### src/rtl/bits32_8word_splitter_pkg.sv
// Shared widths and FSM encoding for the 32b->8b word splitter.
// The 8b->32b packer uses the same byte/word widths.
package bits32_8word_splitter_pkg;

   localparam int BYTE_W         = 8;
   localparam int WORD_W         = 32;
   localparam int BYTES_PER_WORD = 4;
   localparam int BCNT_W         = $clog2(BYTES_PER_WORD);

   typedef enum logic {
      ST_IDLE = 1'b0,
      ST_SEND = 1'b1
   } state_e;

   // Most significant byte of a word (the byte sent first).
   function automatic logic [BYTE_W-1:0] msb_byte(
      input logic [WORD_W-1:0] w
   );
      return w[WORD_W-1 -: BYTE_W];
   endfunction

endpackage

### src/rtl/bits32_8word_splitter_word_fifo.sv
// Word FIFO for the splitter: DEPTH x WORD_W, head shown combinationally.
// Ports: clk, reset (async high), push, pop, din, dout, empty, full, count.
module word_fifo #(
   parameter int DEPTH  = 2,
   parameter int WORD_W = 32
) (
   input  logic                     clk,
   input  logic                     reset,
   input  logic                     push,
   input  logic                     pop,
   input  logic [WORD_W-1:0]        din,
   output logic [WORD_W-1:0]        dout,
   output logic                     empty,
   output logic                     full,
   output logic [$clog2(DEPTH):0]   count
);

   localparam int AW    = $clog2(DEPTH);
   localparam int CNT_W = AW + 1;

   logic [WORD_W-1:0] mem_q [DEPTH];
   logic [AW-1:0]     wr_ptr_q, wr_ptr_d;
   logic [AW-1:0]     rd_ptr_q, rd_ptr_d;
   logic [CNT_W-1:0]  count_q, count_d;
   logic              do_push, do_pop;

   assign empty = (count_q == '0);
   assign full  = (count_q == CNT_W'(DEPTH));
   assign count = count_q;
   assign dout  = mem_q[rd_ptr_q];

   assign do_push = push && !full;
   assign do_pop  = pop && !empty;

   always_comb begin
      wr_ptr_d = wr_ptr_q;
      rd_ptr_d = rd_ptr_q;
      count_d  = count_q;
      if (do_push) wr_ptr_d = wr_ptr_q + 1'b1;
      if (do_pop)  rd_ptr_d = rd_ptr_q + 1'b1;
      unique case ({do_push, do_pop})
         2'b10:   count_d = count_q + CNT_W'(1);
         2'b01:   count_d = count_q - CNT_W'(1);
         default: count_d = count_q;
      endcase
   end

   always_ff @(posedge clk or posedge reset) begin
      if (reset) begin
         wr_ptr_q <= '0;
         rd_ptr_q <= '0;
         count_q  <= '0;
         for (int i = 0; i < DEPTH; i++) mem_q[i] <= '0;
      end else begin
         wr_ptr_q <= wr_ptr_d;
         rd_ptr_q <= rd_ptr_d;
         count_q  <= count_d;
         if (do_push) mem_q[wr_ptr_q] <= din;
      end
   end

endmodule

### src/rtl/bits32_8word_splitter.sv
// 32-bit word to 8-bit byte stream splitter, MSB byte first.
// Ports: clk_4f, reset, valid_in, Data_in, ready_out, valid_out, Data_out, last_byte.
module bits32_8word_splitter
   import bits32_8word_splitter_pkg::*;
#(
   parameter int DEPTH = 2
) (
   input  logic              clk_4f,
   input  logic              reset,
   input  logic              valid_in,
   input  logic [WORD_W-1:0] Data_in,
   output logic              ready_out,
   output logic              valid_out,
   output logic [BYTE_W-1:0] Data_out,
   output logic              last_byte
);

   localparam int CNT_W = $clog2(DEPTH) + 1;
   localparam logic [BCNT_W-1:0] LAST_CNT = BCNT_W'(BYTES_PER_WORD - 1);

   state_e             state_q, state_d;
   logic [BCNT_W-1:0]  bcnt_q, bcnt_d;
   logic [WORD_W-1:0]  shift_q, shift_d;
   logic               vld_q, vld_d;
   logic [BYTE_W-1:0]  data_q, data_d;
   logic               last_q, last_d;

   logic               fifo_push, fifo_pop, load;
   logic               fifo_empty, fifo_full;
   logic [WORD_W-1:0]  fifo_dout;
   logic [CNT_W-1:0]   fifo_count;

   // Readiness comes from the registered count only, so a pop on the
   // same edge never opens a slot for a same-edge push.
   assign ready_out = (fifo_count != CNT_W'(DEPTH));
   assign fifo_push = valid_in && ready_out && !fifo_full;

   word_fifo #(
      .DEPTH  (DEPTH),
      .WORD_W (WORD_W)
   ) u_fifo (
      .clk   (clk_4f),
      .reset (reset),
      .push  (fifo_push),
      .pop   (fifo_pop),
      .din   (Data_in),
      .dout  (fifo_dout),
      .empty (fifo_empty),
      .full  (fifo_full),
      .count (fifo_count)
   );

   // The output register always holds the byte being presented;
   // shift_q holds the bytes of the current word still to come.
   always_comb begin
      state_d  = state_q;
      bcnt_d   = bcnt_q;
      shift_d  = shift_q;
      vld_d    = vld_q;
      data_d   = data_q;
      last_d   = last_q;
      load     = 1'b0;
      unique case (state_q)
         ST_IDLE: begin
            if (!fifo_empty) load = 1'b1;
         end
         ST_SEND: begin
            if (bcnt_q == LAST_CNT) begin
               // Chain straight into the next word when one is queued.
               if (!fifo_empty) begin
                  load = 1'b1;
               end else begin
                  state_d = ST_IDLE;
                  vld_d   = 1'b0;
                  data_d  = '0;
                  last_d  = 1'b0;
               end
            end else begin
               data_d  = msb_byte(shift_q);
               shift_d = shift_q << BYTE_W;
               bcnt_d  = bcnt_q + 1'b1;
               last_d  = (bcnt_q == LAST_CNT - 1'b1);
            end
         end
         default: state_d = ST_IDLE;
      endcase
      if (load) begin
         state_d = ST_SEND;
         data_d  = msb_byte(fifo_dout);
         shift_d = fifo_dout << BYTE_W;
         bcnt_d  = '0;
         vld_d   = 1'b1;
         last_d  = 1'b0;
      end
      fifo_pop = load;
   end

   always_ff @(posedge clk_4f or posedge reset) begin
      if (reset) begin
         state_q <= ST_IDLE;
         bcnt_q  <= '0;
         shift_q <= '0;
         vld_q   <= 1'b0;
         data_q  <= '0;
         last_q  <= 1'b0;
      end else begin
         state_q <= state_d;
         bcnt_q  <= bcnt_d;
         shift_q <= shift_d;
         vld_q   <= vld_d;
         data_q  <= data_d;
         last_q  <= last_d;
      end
   end

   assign valid_out = vld_q;
   assign Data_out  = data_q;
   assign last_byte = last_q;

endmodule

### config.mk
export PLATFORM = sky130hd
export DESIGN_NAME = bits32_8word_splitter
export DESIGN_NICKNAME = d
export VERILOG_FILES = /design/src/rtl/bits32_8word_splitter_pkg.sv /design/src/rtl/bits32_8word_splitter_word_fifo.sv /design/src/rtl/bits32_8word_splitter.sv
export SDC_FILE = /design/constraint.sdc
export NUM_CORES = 1
export LEC_CHECK = 0
export CAP_MARGIN = 15
export CORE_MARGIN = 2
export CORE_UTILIZATION = 60
export DETAILED_ROUTE_END_ITERATION = 10
export DONT_BUFFER_PORTS = 1
export PLACE_DENSITY = 0.73
export RECOVER_POWER = 100
export SYNTH_ARGS = -nofsm -noshare
export SYNTH_HDL_FRONTEND = slang
export SYNTH_HIERARCHICAL = 1
export SYNTH_SLANG_ARGS = --single-unit
### constraint.sdc
create_clock -name clk_4f -period 4.8 [get_ports clk_4f]
set_input_delay 1.44 -clock clk_4f [delete_from_list [all_inputs] [get_ports clk_4f]]
set_output_delay 1.44 -clock clk_4f [all_outputs]
set_load 0.005 [all_outputs]
==> flow_summary.ini <==
[grt]
grt_pass1_vias = 2758
antenna_found_initial = 0
grt_pass1_wl_um = 13600
track_usage = 0.201
grt_max_degree = 51
grt_overflow = 0

[setup_path]
reg2reg_from = u_fifo/count[0]$_DFFE_PP0P_
critPathLaunchType = flop
rr_worst_depth = 7
cp-end-kind = flop
r2r_end = u_fifo/count[1]$_DFFE_PP0P_
path_max_fanout = 32
path_class = reg -> reg
r2r_slack_ns = 1.43
arrival_ns = 3.66
required_ns = 5.09

[die]
num_rows = 32
pin_count = 46
fp.dieH_um = 93.5
fp.dieW_um = 93.5
start_util = 0.622
core_um2 = 7730
die-area_um2 = 8740

[min_path]
hold_class = reg -> reg
hold_depth = 1
min_delay_worst_endpoint = u_fifo/wr_ptr_q$_DFFE_PP0P_
hold_path.startpoint = u_fifo/wr_ptr_q$_DFFE_PP0P_

[timing]
maxSlewViolCount = 179
worst_pin_slew_ns = 2.14
period_minus_slack_ns = 3.37
fin_crit_sh = 0.702
setup_viol = 0
relSlewSlack = -0.428
rsz0062_at_grt = false
max_freq_mhz = 297
tns_ns = 0
skew_ns = 0.00595
hold_violations = 0

[yosys]
synth_nets = 376
synth_area_um2 = 4810
synth-main-ff-cell = dfrtp_1
synth_cells = 338
synth.avg_cell_area_um2 = 14.2
synth_cell_types = 29
synthArstFlopShare = 1.00
synth_seq_area_share = 0.547
yosys_warnings = 6
synth_edf_count = 0
synth_seq_cells = 105

[clock_network]
clockRootBuffer = clkbuf_8
htreeDepth = 3
cts_buffer_depth = 2
clk_pin_slew_ns = 0.09
clk_latency_ns = 0.37
cts_setup_buffers = 0
numCtsBuffers = 9
postCtsHoldBufs = 0
postCtsResizedCells = 0
cts_tree = done
cts.sinks = 105

[power_and_ir_drop]
p_leak_uw = 0.00217
irDropWorstVdd_mv = 0.279
p_per_area_nw_per_um2 = 706

[final_layout]
fin_cells = 439
mostFrequentLayoutCells = dfrtp_1, mux2_2, mux2_1
synthToLayoutAreaGrowth_pct = 1.20
drive_gt1_frac = 0.264
multi_input_area_um2 = 1870
fillCellCount = 625
diodes = 0
regArea_um2 = 2630
layout.nets = 370
final_common_cell = dfrtp_1

[detailed_routing]
drt_wl_total_um = 7880
viasPerCell = 5.67
first_pass_iters = 4
wl_per_cell_um = 17.9
drtIter0Drc = 74
vias = 2489
ant_nets = 0
post-route-drc-count = 0

[placed_design]
gp_congestion = 0.714
dp_hpwl_um = 5200
dp.cells = 423
place.port_buffers = 0

[status]
violations = max-capacitance violations, max-slew violations
outcome = complete, but fails checks

[run]
max_cap_violations = 5
## power by group
part | switching (uW) | internal, uW | leakage [uW]
registers | 237 | 1300 | 0.00129
logic | 601 | 748 | 0.000791
clock network | 306 | 245 | 0.0000925
total | 1140 | 2290 | 0.00217
## state kept, by name, indices dropped and copies added (netlist names), 2 cells and up
register	cells
shift_q	24
u_fifo/count	2
bcnt_q	2
Data_out	8
u_fifo/mem_q	64
## synthesized netlist by cell type, types with 4 or more instances
library cell	instances	area, um^2
inv_1	4	15.0
mux2_2	67	754
a21o_1	8	60.1
buf_6	5	56.3
a22o_1	9	78.8
dfrtp_1	105	2630
nor2_1	11	41.3
buf_2	7	35.0
mux2i_1	24	240
o21ai_1	16	80.1
nand2_1	20	75.1
mux2_4	30	450
## worst max-delay path: stages (launching register included)
cell and delay (ns):
dfrtp_1 0.48, nor2_4 0.13, clkbuf_1 1.53, nor2_4 0.18, nor2b_1 0.26, ha_1 0.42
nor2_1 0.13, xor2_1 0.15
## area by class of cell
| type | count | share of cell area |
|---|---|---|
| Clock inverter | 7 | 0.0162 |
| Sequential cell | 105 | 0.540 |
| Clock buffer | 9 | 0.0255 |
| Tap cell | 102 | 0.0262 |
| Multi-Input combinational cell | 208 | 0.384 |
| Inverter | 4 | 0.00309 |
| Timing Repair Buffer | 4 | 0.00463 |
## metrics by stage
stage	cell area, um^2	power, uW	worst slack, ns	hold slack (ns)	utilization
3_3_place_gp	4790	3020	1.75	0.467	0.619
6_report	4860	3430	1.43	0.487	0.629
2_1_floorplan	4810	2870	1.65	0.455	-
4_1_cts	4990	3640	2.12	0.497	0.646
5_1_grt	4860	3690	1.21	0.512	0.629
3_5_place_dp	4790	3080	1.71	0.480	0.619
## layer usage
| metal | share of wire | global-route usage | up-vias |
|---|---|---|---|
| met5 | 0 | 0 | - |
| met4 | 0.0091 | 0.0453 | 0 |
| met3 | 0.056 | 0.0653 | 10 |
| met2 | 0.49 | 0.344 | 43 |
| met1 | 0.45 | 0.250 | 1264 |
| li1 | - | - | 1172 |
## cells by family after synthesis
| family | share of synthesized area |
|---|---|
| xor+xnor | 0.00911 |
| compound gates | 0.0487 |
| buf+inv | 0.0417 |
| flops | 0.547 |
| simple gates | 0.0453 |
| fa+ha+maj | 0.00781 |
| mux | 0.301 |
## how the worst max path moves through the flow
stage | endpoint | cells after the start | from | slack [ns]
after floorplan | u_fifo/count[0]$_DFFE_PP0P_ | 1 | reset | 1.65
after global placement | u_fifo/mem_q[43]$_DFFE_PP0P_ | 3 | valid_in | 1.75
after detailed placement | u_fifo/mem_q[62]$_DFFE_PP0P_ | 3 | valid_in | 1.71
after CTS | u_fifo/mem_q[62]$_DFFE_PP0P_ | 3 | valid_in | 2.12
after global routing | u_fifo/count[1]$_DFFE_PP0P_ | 8 | u_fifo/count[0]$_DFFE_PP0P_ | 1.21
final | u_fifo/count[1]$_DFFE_PP0P_ | 7 | u_fifo/count[0]$_DFFE_PP0P_ | 1.43
Power figures use the tool's default switching activity.
